--- src/rtl/vga_pixel_fetch_pkg.sv ---
// ---------------------------------------------------------------------------
// vga_pixel_fetch_pkg
// Shared definitions for the VGA pixel fetch slice: fetch/write arbiter
// state encodings, RGB 3-3-2 field positions inside a pixel word, the
// read pipeline depth and the idle value of the {HSync,VSync,Display}
// delay line.
// ---------------------------------------------------------------------------
package vga_pixel_fetch_pkg;

   // Cycles from timing-generator inputs to registered RGB/sync outputs.
   localparam int PIPE_DEPTH = 3;

   // Pixel word layout {R[7:5], G[4:2], B[1:0]}.
   localparam int RED_MSB   = 7;
   localparam int RED_LSB   = 5;
   localparam int GREEN_MSB = 4;
   localparam int GREEN_LSB = 2;
   localparam int BLUE_MSB  = 1;
   localparam int BLUE_LSB  = 0;

   // {HSync, VSync, Display}: syncs are active low, so idle is {1,1,0}.
   localparam logic [2:0] SYNC_IDLE = 3'b110;

   typedef enum logic [1:0] {
      IDLE  = 2'd0,
      FETCH = 2'd1,
      WRITE = 2'd2,
      ACK   = 2'd3
   } fetchState_t;

endpackage

--- src/rtl/vga_pixel_fetch_sync_delay.sv ---
// ---------------------------------------------------------------------------
// vga_sync_delay
// N-stage shift register carrying {HSync, VSync, Display} alongside the
// pixel read pipeline so the syncs stay aligned with RGB.
//
// Ports:
//   Clock        in   pixel clock, rising edge
//   Reset        in   asynchronous active-low reset, stages go to {1,1,0}
//   iHSync       in   horizontal sync (active low)
//   iVSync       in   vertical sync (active low)
//   iDisplay     in   visible-area flag
//   oHSync       out  iHSync delayed Depth cycles
//   oVSync       out  iVSync delayed Depth cycles
//   oDisplay     out  iDisplay delayed Depth cycles
//   oTapDisplay  out  iDisplay delayed Depth-1 cycles (qualifies RAM data)
// ---------------------------------------------------------------------------
module vga_sync_delay
   import vga_pixel_fetch_pkg::*;
#(
   parameter int Depth = PIPE_DEPTH   // must be >= 2
) (
   input  logic Clock,
   input  logic Reset,
   input  logic iHSync,
   input  logic iVSync,
   input  logic iDisplay,
   output logic oHSync,
   output logic oVSync,
   output logic oDisplay,
   output logic oTapDisplay
);

   // Stage k lives in bits [3k+2:3k] as {HSync, VSync, Display}; stage 0
   // is the newest sample.
   logic [3*Depth-1:0] shiftReg;

   always_ff @(posedge Clock or negedge Reset) begin
      if (!Reset) begin
         shiftReg <= {Depth{SYNC_IDLE}};
      end else begin
         shiftReg <= {shiftReg[3*(Depth-1)-1:0], iHSync, iVSync, iDisplay};
      end
   end

   assign oHSync      = shiftReg[3*(Depth-1)+2];
   assign oVSync      = shiftReg[3*(Depth-1)+1];
   assign oDisplay    = shiftReg[3*(Depth-1)];
   assign oTapDisplay = shiftReg[3*(Depth-2)];

endmodule

--- src/rtl/vga_pixel_fetch.sv ---
// ---------------------------------------------------------------------------
// vga_pixel_fetch
// Sits behind the VGA timing generator. Every visible pixel is read from an
// external single-port synchronous video RAM at address {row,col}; the data
// comes back one cycle after the address and is registered as RGB 3-3-2.
// Host writes share the RAM port and are only granted during blanking.
//
// Ports:
//   Clock      in   pixel clock, rising edge
//   Reset      in   asynchronous active-low reset
//   iCol/iRow  in   current column/row from the timing generator
//   iDisplay   in   visible-area flag
//   iHSync     in   horizontal sync, active low
//   iVSync     in   vertical sync, active low
//   iWrReq     in   host write request, held until oWrAck
//   iWrAddr    in   host write address (stable while iWrReq)
//   iWrData    in   host write data (stable while iWrReq)
//   oWrAck     out  one-cycle pulse after the write cycle
//   oMemAddr   out  RAM address (registered)
//   oMemWe     out  RAM write enable (registered)
//   oMemWData  out  RAM write data (registered)
//   iMemRData  in   RAM read data, valid one cycle after oMemAddr
//   oRed/oGreen/oBlue  out  registered pixel colour, zero outside display
//   oHSync/oVSync/oDisplay  out  inputs delayed to line up with RGB
// ---------------------------------------------------------------------------
module vga_pixel_fetch
   import vga_pixel_fetch_pkg::*;
#(
   parameter int XWidth    = 8,
   parameter int YWidth    = 8,
   parameter int DataWidth = 8,
   parameter int AddrWidth = XWidth + YWidth
) (
   input  logic                 Clock,
   input  logic                 Reset,
   input  logic [XWidth-1:0]    iCol,
   input  logic [YWidth-1:0]    iRow,
   input  logic                 iDisplay,
   input  logic                 iHSync,
   input  logic                 iVSync,
   input  logic                 iWrReq,
   input  logic [AddrWidth-1:0] iWrAddr,
   input  logic [DataWidth-1:0] iWrData,
   output logic                 oWrAck,
   output logic [AddrWidth-1:0] oMemAddr,
   output logic                 oMemWe,
   output logic [DataWidth-1:0] oMemWData,
   input  logic [DataWidth-1:0] iMemRData,
   output logic [2:0]           oRed,
   output logic [2:0]           oGreen,
   output logic [1:0]           oBlue,
   output logic                 oHSync,
   output logic                 oVSync,
   output logic                 oDisplay
);

   fetchState_t          state;
   logic                 tapDisplay;
   logic [DataWidth-1:0] rgbReg;

   // Arbiter and RAM port registers (pipeline stage S1). Display always
   // wins: a write is only launched from a cycle where iDisplay is low, and
   // a pixel arriving during WRITE still gets its read address issued so no
   // visible pixel is ever skipped.
   always_ff @(posedge Clock or negedge Reset) begin
      if (!Reset) begin
         state     <= IDLE;
         oMemAddr  <= '0;
         oMemWe    <= 1'b0;
         oMemWData <= '0;
         oWrAck    <= 1'b0;
      end else begin
         oMemWe <= 1'b0;
         oWrAck <= 1'b0;
         case (state)
            WRITE: begin
               // The RAM commits on the edge ending this cycle; acknowledge next.
               state  <= ACK;
               oWrAck <= 1'b1;
               if (iDisplay) begin
                  oMemAddr <= {iRow, iCol};
               end
            end
            IDLE, FETCH, ACK: begin
               if (iDisplay) begin
                  state    <= FETCH;
                  oMemAddr <= {iRow, iCol};
               end else if (iWrReq) begin
                  state     <= WRITE;
                  oMemWe    <= 1'b1;
                  oMemAddr  <= iWrAddr;
                  oMemWData <= iWrData;
               end else begin
                  state <= IDLE;
               end
            end
            default: state <= IDLE;
         endcase
      end
   end

   // S3: capture RAM data only for pixels that were actually fetched. During
   // a write cycle the RAM returns stale data, but its delayed display bit is
   // always low there, so it is masked to black.
   always_ff @(posedge Clock or negedge Reset) begin
      if (!Reset) begin
         rgbReg <= '0;
      end else if (tapDisplay) begin
         rgbReg <= iMemRData;
      end else begin
         rgbReg <= '0;
      end
   end

   assign oRed   = rgbReg[RED_MSB:RED_LSB];
   assign oGreen = rgbReg[GREEN_MSB:GREEN_LSB];
   assign oBlue  = rgbReg[BLUE_MSB:BLUE_LSB];

   vga_sync_delay #(
      .Depth(PIPE_DEPTH)
   ) uSyncDelay (
      .Clock      (Clock),
      .Reset      (Reset),
      .iHSync     (iHSync),
      .iVSync     (iVSync),
      .iDisplay   (iDisplay),
      .oHSync     (oHSync),
      .oVSync     (oVSync),
      .oDisplay   (oDisplay),
      .oTapDisplay(tapDisplay)
   );

endmodule

--- config.mk ---
export PLATFORM = sky130hd
export DESIGN_NAME = vga_pixel_fetch
export DESIGN_NICKNAME = d
export VERILOG_FILES = /design/src/rtl/vga_pixel_fetch_pkg.sv /design/src/rtl/vga_pixel_fetch_sync_delay.sv /design/src/rtl/vga_pixel_fetch.sv
export SDC_FILE = /design/constraint.sdc
export NUM_CORES = 1
export LEC_CHECK = 0
export CORE_MARGIN = 3
export CORE_UTILIZATION = 35
export CTS_CLUSTER_DIAMETER = 50
export DETAILED_ROUTE_END_ITERATION = 6
export HOLD_SLACK_MARGIN = 0.05
export PLACE_DENSITY = 0.76
export SYNTH_ARGS = -nofsm -noshare
export SYNTH_HDL_FRONTEND = slang
export SYNTH_HIERARCHICAL = 1
export SYNTH_SLANG_ARGS = --single-unit
--- constraint.sdc ---
create_clock -name Clock -period 1.4 [get_ports Clock]
set_clock_uncertainty 0.1 [all_clocks]
set_input_delay 0.28 -clock Clock [delete_from_list [all_inputs] [get_ports Clock]]
set_output_delay 0.28 -clock Clock [all_outputs]
set_load 0.01 [all_outputs]
## Yosys cells after proc, flatten, opt, wreduce, memory -nomap -nowiden

Cells that the tools add are included.

- Register bits after elaboration: 45
- Bits of input ports: 54

- Bitwise operators: 1
- Equal/unequal tests: 5
- Reduce and logical (&&, ||, !) cells: 4
- Mux-type cells: 12

Operators by type and width:

| kind | count |
|---|---|
| 16-bit two-way mux | 3 |
| 16-bit one-hot mux with 2 select lines | 1 |
| 8-bit two-way mux | 1 |
| 2-bit == test (second input constant) | 2 |
| 1-bit two-way mux | 4 |
| 2-bit two-way mux | 2 |
| 2-bit one-hot mux with 2 select lines | 1 |
| 3-bit != test (second input constant) | 1 |
| 3-bit AND reduction | 1 |
| 3-bit OR reduction | 1 |
| 2-bit by 1-bit == test with 1-bit output (second input constant) | 1 |
| 2-bit zero test | 1 |
| 2-bit != test (second input constant) | 1 |
| 2-bit AND reduction | 1 |
| 1-bit NOT | 1 |

## Logic depth before layout (Yosys ltp)

Gate-level depths: netlist of run 1.

- Word-level depth: 4
- Mapped depth: 6
- Mapped depth without buffers: 4

## Cells and area by module

The synthesis of run 1 kept the hierarchy.

By module, submodules not included:

| module | cells an instance | area each (µm²) | seq. area each (µm²) | instances |
|---|---|---|---|---|
| vga_pixel_fetch | 132 | 1,490.2 | 900.9 | 1 |
| vga_sync_delay | 9 | 232.7 | 232.7 | 1 |

## Least setup slack after synthesis of run 1

Ideal clock, no wire load.

- Path type: register -> register
- Start: reg state[1]
- End: reg oMemWData[0]
- Setup slack: -0.064 ns
- Buffers on the path: 1
- Arrival: 1.239 ns
- Stages on the path, launching flop included: 6
- Cells stage by stage: dfrtp_1 > nand2b_1 > buf_6 > inv_2 > nor3_4 > mux2_2

- Cells in the longest elaborated chain, start to end: 3

RTL lines:

| element | RTL line | RTL |
|---|---|---|
| start: declaration | vga_pixel_fetch.sv:57 | `fetchState_t state;` |
| start signal: assignment | vga_pixel_fetch.sv:67 | `state <= IDLE;` |
| start signal: assignment | vga_pixel_fetch.sv:78 | `state <= ACK;` |
| start signal: assignment | vga_pixel_fetch.sv:86 | `state <= FETCH;` |
| 2-bit by 1-bit == test with 1-bit output, or another cell as far along | vga_pixel_fetch.sv:75 | `case (state)` |
| 3-bit OR reduction (*) | vga_pixel_fetch.sv:75 |  |
| 3-bit AND reduction (no line) (*) | -- |  |
| end signal: assignment | vga_pixel_fetch.sv:92 | `oMemWData <= iWrData;` |
| end: declaration | vga_pixel_fetch.sv:47 | `output logic [DataWidth-1:0] oMemWData,` |

Mark *: on every way between the ends. The rest lies on a longest branch, timed or not.
A chain may end at the register's enable or synchronous reset.

## Worst setup path after layout of run 1

- Start: reg state[1]
- End: reg oMemWData[7]

Same word-level chain as after synthesis.

==> results of run 1 <==
cell type report:
| cell class | count | share of cell area [%] |
|---|---|---|
| Tap cell | 65 | 2.796 |
| Sequential cell | 45 | 38.97 |
| Multi-Input combinational cell | 84 | 19.53 |
| Inverter | 2 | 0.2581 |
| Clock buffer | 5 | 2.366 |
| Clock inverter | 3 | 2.366 |
| Antenna cell | 1 | 0.08602 |
| Timing Repair Buffer | 101 | 33.63 |
registers in the layout, summed over array words and instances, names as in the netlist:
| register | count |
|---|---|
| oMemAddr | 16 |
| oMemWe | 1 |
| state | 2 |
| oWrAck | 1 |
| rgbReg | 8 |
| oMemWData | 8 |
| uSyncDelay/shiftReg | 9 |
worst reg2reg max path, stage by stage, from the launching register on:
cell and delay, ns:
dfrtp_1 0.37, nand2b_1 0.11, inv_2 0.06, nor3_4 0.11, buf_6 0.14, buf_12 0.11, mux2_2 0.32
synth_stat cells, drive strengths merged:
cell and count:
dfstp 6, a31oi 16, mux2 8, inv 2, nand2b 2, dfrtp 39
o21ai 17, and2 8, nor3 1, buf 4, a21oi 16, clkbuf 6
nor2b 16
logic make-up after synthesis:
kind of cell           Yosys count
buffers and inverters           12
AO/OA/AOI/OAI                   49
flip-flops                      45
AND/OR/NAND/NOR                 27
multiplexers                     8
report_power, final:
part / switching, W / internal, W / leakage (nW)
sequential: 0.0000482 / 0.00143 / 0.527
clock: 0.000446 / 0.000718 / 0.0688
combinational: 0.000265 / 0.000376 / 0.671
through the flow:
step	cell area, µm²	total power (W)	util, %	setup TNS, ns
after floorplan	1723	0.001736	-	-0.5105
after global placement	2738	0.002177	59.98	-6.069
after detailed placement	2738	0.002193	59.98	-6.679
after CTS	2893	0.003309	63.38	-0.1257
after global routing	2909	0.003442	63.73	-0.6921
final	2909	0.003281	63.73	-0.1676
repair_timing:
item	4_1_cts	5_1_grt
hold buffers	1	0
cloned	1	0
buffers inserted	2	0
endpoints found under the setup margin	45	23
resized for setup	49	8
hold endpoints to repair	12	0
worst min path at each step:
stage | startpoint | to | slack, ns | cells after the start
2_1_floorplan | Reset | oMemAddr[0]$_DFFE_PN0P_ | -0.12 | 0
3_3_place_gp | Reset | oMemWData[6]$_DFFE_PN0P_ | 0.12 | 1
3_5_place_dp | Reset | oMemWData[6]$_DFFE_PN0P_ | 0.12 | 1
4_1_cts | uSyncDelay/shiftReg[4]$_DFF_PN1_ | uSyncDelay/shiftReg[7]$_DFF_PN1_ | 0.26 | 0
5_1_grt | uSyncDelay/shiftReg[4]$_DFF_PN1_ | uSyncDelay/shiftReg[7]$_DFF_PN1_ | 0.25 | 0
6_report | uSyncDelay/shiftReg[4]$_DFF_PN1_ | uSyncDelay/shiftReg[7]$_DFF_PN1_ | 0.25 | 0
routing by layer:
| layer | wire length, µm | part of all wire, % | GRT usage (%) |
|---|---|---|---|
| met5 | 0 | 0 | 0 |
| met4 | 41 | 0.98 | 3.804 |
| met3 | 387 | 9.2 | 6.383 |
| met2 | 1972 | 47 | 23.32 |
| met1 | 1798 | 43 | 18.38 |
==> results.tsv, run 1 <==
metric	value	unit
synthesized netlist cell count	141	
clk_lat worst skew	0.30	ns
H-tree levels	2	
Slowest cell on crit path	dfrtp_1	
RSZ-0062 raised after global routing	yes	
failing checks	setup timing	
core area	0.004564	mm²
achievable frequency	692.7	MHz
Synth Area in Simple Gates	10.38	%
Max Cap Viol	0	
Reg area	0.001134	mm²
Pwr Density	1128	mW/mm²
antenna violations before repair	1	
WP buf/inv	3	
Crit Path Max Fanout	5	
DR WL/cell	13.73	µm
Final Hold Vio Count	0	
mux contribution to synthesized area	5.229	%
vias in the first global route	1401	
Critical Path End	oMemWData[7]$_DFFE_PN0P_	
post-synth cell types	15	
fillers	393	
length of the first detailed-routing pass in iterations	4	
GPL Wtd Cong	0.6591	
share of cells above drive strength 1	16.25	%
mapped cell area	0.001723	mm²
worst hold path class	reg -> reg	
Setup crit start	state[1]$_DFF_PN0_	
fin crit share	103.1	%
critical path's largest stage delay	0.37	ns
worst r2r dst	oMemWData[7]$_DFFE_PN0P_	
I/O Buffers	90	
first-pass GRT wire length	6.782	mm
Longest Clk Path Bufs	2	
final std cells w/o fill	306	
adder-cell share of the synthesized area	0	%
largest net degree at the start of global routing	36	
syn_area_per_cell	12.22	µm²
Ports	91	
Total GRT Usage	14.67	%
drt initial violations	35	
Worst path top cell family by delay	flip-flops	
HPWL after DPL	3.020	mm
Vias	1442	
commonest non-fill, non-tap cells in the layout	50 x clkdlybuf4s50_1, 39 x dfrtp_1, 33 x dlygate4sd2_1, 17 x o21ai_0	
fin crit period	1.444	ns
XOR/XNOR Fraction of Synth Area	0	%
Chip Height	76.16	µm
number of core rows	24	
CTS sink count	45	
clock root buffer	clkbuf_8	
via/cell ratio	4.712	
DRC	0	
nets@finish	293	
WP data required	1.48	ns
GR Overflow Total	0	
CTS Buf Count	5	
Worst VDD drop	493.7	µV
Seq/Total Area, Yosys	65.80	%
critical path class	reg -> reg	
Place WS	-0.3390	ns
full die area	0.005800	mm²
Reg clk slew, reported paths	0.09	ns
ranking of synthesized cells by area	dfrtp_1 57%, dfstp_2 9.2%, a31oi_1 5.8%	
ANT nets after route	0	
CTS tree	yes	
FF-to-FF setup slack	-0.04	ns
Final setup violation count	8	
startpoint types	flip-flop	
Post-Route WL	4.200	mm
status	complete, but fails checks	
Slew HR	75.03	%
crit path DAT	1.52	ns
Synth top area share	56.64	%
RR Startpoint	state[1]$_DFF_PN0_	
worst slew pin tran	0.3745	ns
Synth Register Bits	45	
Crit. End Element	flip-flop	
Syn Nets	195	
R2R cell count	6	
Leakage	1.267	nW
Synth-to-Final Area Change	68.85	%
Worst Hold Margin	0.2480	ns
Crit path depth	6	
largest family of logic cells by synthesized area	compound AO/OA/AOI/OAI gates	
placed instance count	294	
cells along the critical path	nand2b_1 -> inv_2 -> nor3_4 -> buf_6 -> buf_12 -> mux2_2	
Final Slew Violations	0	
setup slack after layout	-0.04358	ns
complex-gate fraction of the synthesized area	15.40	%
die width	76.16	µm
cell taking the most area after synthesis	dfrtp_1	
multi-input combinational cell area	568.0	µm²
commonest non-fill, non-tap cell in the layout	clkdlybuf4s50_1	
Synth warnings	6	
Initial Util	37.75	%
Note: power is estimated with default switching activity, not from simulation.
==> run 2: changes to the inputs <==
Settings changed: CORE_UTILIZATION 35 to 36, DONT_BUFFER_PORTS set to 1, PLACE_DENSITY 0.76 to unset.
==> run 2 against run 1 <==
- the run ends with hold timing left
- largest power group unchanged
- critical path type unchanged
- critical path depth fell by 1
- first-iteration DRC count fell by 23%
- setup slack improved by 0.079 ns
==> results.tsv, run 2 (synthesis results as in run 1) <==
metric	value	unit
worst slew pin tran	0.1771	ns
nets@finish	229	
first-pass GRT wire length	6.216	mm
startpoint types	flip-flop	
fin crit share	97.48	%
clock root buffer	clkbuf_8	
worst hold path class	in -> async	
die width	75.18	µm
switching pwr	0.0006956	W
clock share of power	30.8	%
met2 Usage GRT	25.24	%
Post-CTS Hold Buffers	33	
commonest non-fill, non-tap cells in the layout	39 x dfrtp_1, 33 x dlygate4sd3_1, 17 x o21ai_0	
Total GRT Usage	14.70	%
Top reg by flops	oMemAddr	
CTS sink count	45	
Worst Hold Margin	-0.4355	ns
DRC	0	
busiest grt layer	met2	
fin crit period	1.365	ns
full die area	0.005652	mm²
status	complete, but fails checks	
I/O Buffers	0	
largest net degree at the start of global routing	46	
max reg flops	16	
clk_lat worst skew	0.29	ns
Final Slew Violations	0	
RR Startpoint	state[1]$_DFF_PN0_	
ANT nets after route	0	
critical path class	reg -> reg	
drt initial violations	27	
Leakage	0.9033	nW
Synth-to-Final Area Change	28.10	%
WP data required	1.49	ns
FF-to-FF setup slack	0.04	ns
core area	0.004474	mm²
R2R cell count	5	
via/cell ratio	5.368	
antenna diode count	0	
Max Cap Viol	0	
Pwr Density	1202	mW/mm²
Setup TNS Final	0	ns
GPL Wtd Cong	0.6833	
Crit. End Element	flip-flop	
Vias	1224	
Flop pwr share	58.9	%
Longest Clk Path Bufs	2	
CTS tree	yes	
Final setup violation count	0	
Crit Path Max Fanout	9	
Reg clk slew, reported paths	0.09	ns
CTS Buf Count	5	
Slew HR	88.16	%
Chip Height	75.18	µm
Post-Route WL	3.949	mm
Final Util	49.33	%
commonest non-fill, non-tap cell in the layout	dfrtp_1	
Ports	91	
RSZ-0062 raised after global routing	yes	
antenna violations before repair	0	
biggest regs	oMemAddr x16, uSyncDelay/shiftReg x9	
Initial Util	38.51	%
Final Hold Vio Count	45	
met3 Use GR	6.275	%
worst r2r dst	oMemWData[1]$_DFFE_PN0P_	
length of the first detailed-routing pass in iterations	2	
Worst VDD drop	435.1	µV
Net Sw Frac	26.22	%
number of core rows	24	
Critical Path End	oMemWData[1]$_DFFE_PN0P_	
crit path DAT	1.45	ns
combinational power share	10.2	%
DR WL/cell	17.32	µm
fillers	412	
share of cells above drive strength 1	16.48	%
Setup crit start	state[1]$_DFF_PN0_	
GRT met1 Usage	16.54	%
H-tree levels	2	
GR Overflow Total	0	
failing checks	hold timing	
Int Pwr	0.001958	W
vias in the first global route	1315	
Pwr Total	0.002653	W
achievable frequency	732.8	MHz
## run 2: final cells by class
class / count / area (µm²) / share of cell area [%]
Tap cell: 52 / 65.06 / 2.948
Timing Repair Buffer: 37 / 372.9 / 16.89
Clock buffer: 5 / 68.82 / 3.118
Multi-Input combinational cell: 84 / 534.3 / 24.21
Inverter: 2 / 7.507 / 0.3401
Clock inverter: 3 / 25.02 / 1.134
Sequential cell: 45 / 1134 / 51.36
## run 2: metal layers
layer / wire length [µm] / share of wire, %
met1: 1554 / 39
met2: 1969 / 50
met3: 373 / 9.4
met4: 52 / 1.3
met5: 0 / 0
## run 2: worst min path at each step
| stage | depth (start not counted) | end | slack (ns) |
|---|---|---|---|
| after detailed placement | 0 | rgbReg[3]$_DFF_PN0_ | -0.11 |
| after CTS | 0 | oMemAddr[6]$_DFFE_PN0P_ | -0.45 |
| final | 0 | uSyncDelay/shiftReg[6]$_DFF_PN0_ | -0.44 |
| after global placement | 0 | rgbReg[7]$_DFF_PN0_ | -0.11 |
| after floorplan | 0 | oMemAddr[0]$_DFFE_PN0P_ | -0.12 |
| after global routing | 0 | uSyncDelay/shiftReg[6]$_DFF_PN0_ | -0.47 |
## run 2: through the flow
stage                     setup WS, ns  hold slack (ns)  area (µm²)  std cells
after floorplan               -0.06382          -0.1156        1723        141
after global placement         0.09291          -0.1144        1783        187
after detailed placement       0.04188          -0.1147        1783        187
after CTS                      0.02436          -0.4481        2207        228
after global routing          -0.03168          -0.4679        2207        228
final                          0.03529          -0.4355        2207        228
## run 2: power by group through the flow
stage	Clock [W]	Sequential [W]	Combinational [W]
after global routing	0.000909	0.00158	0.000303
after CTS	0.000843	0.00157	0.000273
after floorplan	0	0.00156	0.000178
after detailed placement	0	0.00159	0.000197
after global placement	0	0.00159	0.000184
final	0.000818	0.00156	0.000272
## run 2: what timing repair did
item / 4_1_cts / 5_1_grt
resized for setup: 0 / 0
endpoints found under the hold margin: 80 / 45
endpoints found under the setup margin: 0 / 8
setup buffers: 0 / 0
## run 2: worst max-delay path, cell delays in order, from the launching register on
cell	delay [ns]
dfrtp_1	0.37
nand2b_1	0.10
inv_2	0.06
nor3_4	0.15
buf_12	0.15
mux2_2	0.33
==> run 3: changes to the inputs <==
Settings changed: ABC_CLOCK_PERIOD_IN_PS set to 1400, CORE_ASPECT_RATIO set to 1.25.
==> run 3 against run 2 <==
- the run still ends with hold timing left
- sequential share of layout area is 0.058 points higher
- die area hardly changed
- final area is 0.11% lower
==> results.tsv, run 3 (synthesis results as in run 1) <==
metric	value	unit
core area	0.004527	mm²
clock root buffer	clkbuf_8	
CTS sink count	45	
commonest non-fill, non-tap cells in the layout	39 x dfrtp_1, 28 x dlygate4sd3_1, 17 x o21ai_0	
Flop pwr share	53.0	%
I/O Buffers	0	
WP data required	1.47	ns
switching pwr	0.0006405	W
worst hold path class	in -> async	
Slowest cell on crit path	dfrtp_1	
Crit Path Max Fanout	9	
combinational power share	8.9	%
Final Slew Violations	0	
DR WL/cell	16.44	µm
first-pass GRT wire length	6.127	mm
Net Sw Frac	21.81	%
failing checks	hold timing	
RR Startpoint	state[1]$_DFF_PN0_	
Setup TNS Final	0	ns
Critical Path End	oMemWData[5]$_DFFE_PN0P_	
achievable frequency	729.6	MHz
vias in the first global route	1351	
Longest Clk Path Bufs	2	
worst slew pin tran	0.1958	ns
Max Cap Viol	0	
cells along the critical path	nand2b_1 -> inv_2 -> nor3_4 -> buf_12 -> mux2_2	
Worst path top cell family by delay	flip-flops	
WP buf/inv	2	
CTS tree	yes	
Pwr Density	1332	mW/mm²
GPL Wtd Cong	0.7198	
ANT nets after route	0	
Synth-to-Final Area Change	27.96	%
Total GRT Usage	13.92	%
worst r2r dst	oMemWData[5]$_DFFE_PN0P_	
Vias	1181	
full die area	0.005657	mm²
Chip Height	83.35	µm
status	complete, but fails checks	
Final Hold Vio Count	45	
Reg clk slew, reported paths	0.08	ns
drt initial violations	82	
critical path's largest stage delay	0.37	ns
fillers	403	
critical path class	reg -> reg	
RSZ-0062 raised after global routing	yes	
die width	67.88	µm
antenna violations before repair	0	
startpoint types	flip-flop	
largest net degree at the start of global routing	46	
HPWL after DPL	2.488	mm
share of cells above drive strength 1	16.96	%
Final setup violation count	0	
R2R cell count	5	
clock share of power	38.1	%
via/cell ratio	5.157	
number of core rows	27	
CTS Buf Count	5	
fin crit period	1.371	ns
GR Overflow Total	0	
post-cts resize count	0	
clk_lat worst skew	0.28	ns
antenna diode count	0	
FF-to-FF setup slack	0.03	ns
Top reg by flops	oMemAddr	
nets@finish	224	
fin crit share	97.90	%
length of the first detailed-routing pass in iterations	4	
Post-Route WL	3.764	mm
Int Pwr	0.002297	W
Leakage	0.9058	nW
Crit. End Element	flip-flop	
H-tree levels	2	
Setup crit start	state[1]$_DFF_PN0_	
Crit path depth	5	
biggest regs	oMemAddr x16, uSyncDelay/shiftReg x9	
Pwr Total	0.002937	W
max reg flops	16	
commonest non-fill, non-tap cell in the layout	dfrtp_1	
Slew HR	86.89	%
crit path DAT	1.44	ns
Ports	91	
Worst Hold Margin	-0.4207	ns
Worst VDD drop	512.2	µV
Initial Util	38.06	%
DRC	0	
[run 3: changes by cell type in the layout (fill, tap and decap cells not counted), sizes merged]
cell         delta
dlygate4sd3     -5
inv             -1
bufinv          +2
clkinvlp        -1
[run 3: power by group through the flow]
| stage | combinational [W] | sequential (W) | clock, W |
|---|---|---|---|
| after detailed placement | 0.000193 | 0.00158 | 0 |
| after floorplan | 0.000178 | 0.00156 | 0 |
| after global placement | 0.000178 | 0.00158 | 0 |
| final | 0.000260 | 0.00156 | 0.00112 |
| after CTS | 0.000260 | 0.00156 | 0.00116 |
| after global routing | 0.000295 | 0.00157 | 0.00121 |
[run 3: worst reg2reg max path, cell delays in order (launching register included)]
cell and delay (ns):
dfrtp_1 0.37, nand2b_1 0.10, inv_2 0.06, nor3_4 0.15
buf_12 0.15, mux2_2 0.33
[run 3: how the worst min path moves through the flow]
stage / from / to / slack (ns) / depth (start not counted)
final: Reset / oWrAck$_DFF_PN0_ / -0.42 / 0
after global routing: Reset / oWrAck$_DFF_PN0_ / -0.45 / 0
after CTS: Reset / oMemWData[2]$_DFFE_PN0P_ / -0.43 / 0
after detailed placement: Reset / oMemWData[2]$_DFFE_PN0P_ / -0.11 / 0
after global placement: Reset / oMemWData[1]$_DFFE_PN0P_ / -0.11 / 0
after floorplan: Reset / oMemAddr[0]$_DFFE_PN0P_ / -0.12 / 0
[run 3: layout make-up]
type,count,area [µm²],share of cell area (%)
repair buffers,32,322.8,14.64
flip-flops and latches,45,1134,51.42
multi-input cells,84,534.3,24.23
well taps,58,72.57,3.292
inverters,2,7.507,0.3405
clock buffers,5,68.82,3.121
clock inverters,3,65.06,2.951
[run 3: what timing repair did]
action | in CTS | in global routing
buffers inserted | 1 | 0
pin swaps | 1 | 1
hold endpoints to repair | 75 | 46
setup endpoints to repair | 8 | 8
hold buffers | 27 | 1
[run 3: layer usage]
| layer | GRT usage (%) | share of wire (%) |
|---|---|---|
| met2 | 24.71 | 52 |
| met4 | 5.244 | 0.72 |
| met5 | 0 | 0 |
| met1 | 15.18 | 37 |
| met3 | 3.789 | 9.6 |
[run 3: metrics by stage]
step | worst slack [ns] | cells | utilization [%] | cell area (µm²)
floorplan | -0.06382 | 141 | - | 1723
global placement | -0.0004967 | 192 | 39.11 | 1770
detailed placement | -0.08228 | 192 | 39.11 | 1770
CTS | -0.03446 | 228 | 48.48 | 2195
global route | -0.04152 | 229 | 48.70 | 2205
finish | 0.02936 | 229 | 48.70 | 2205
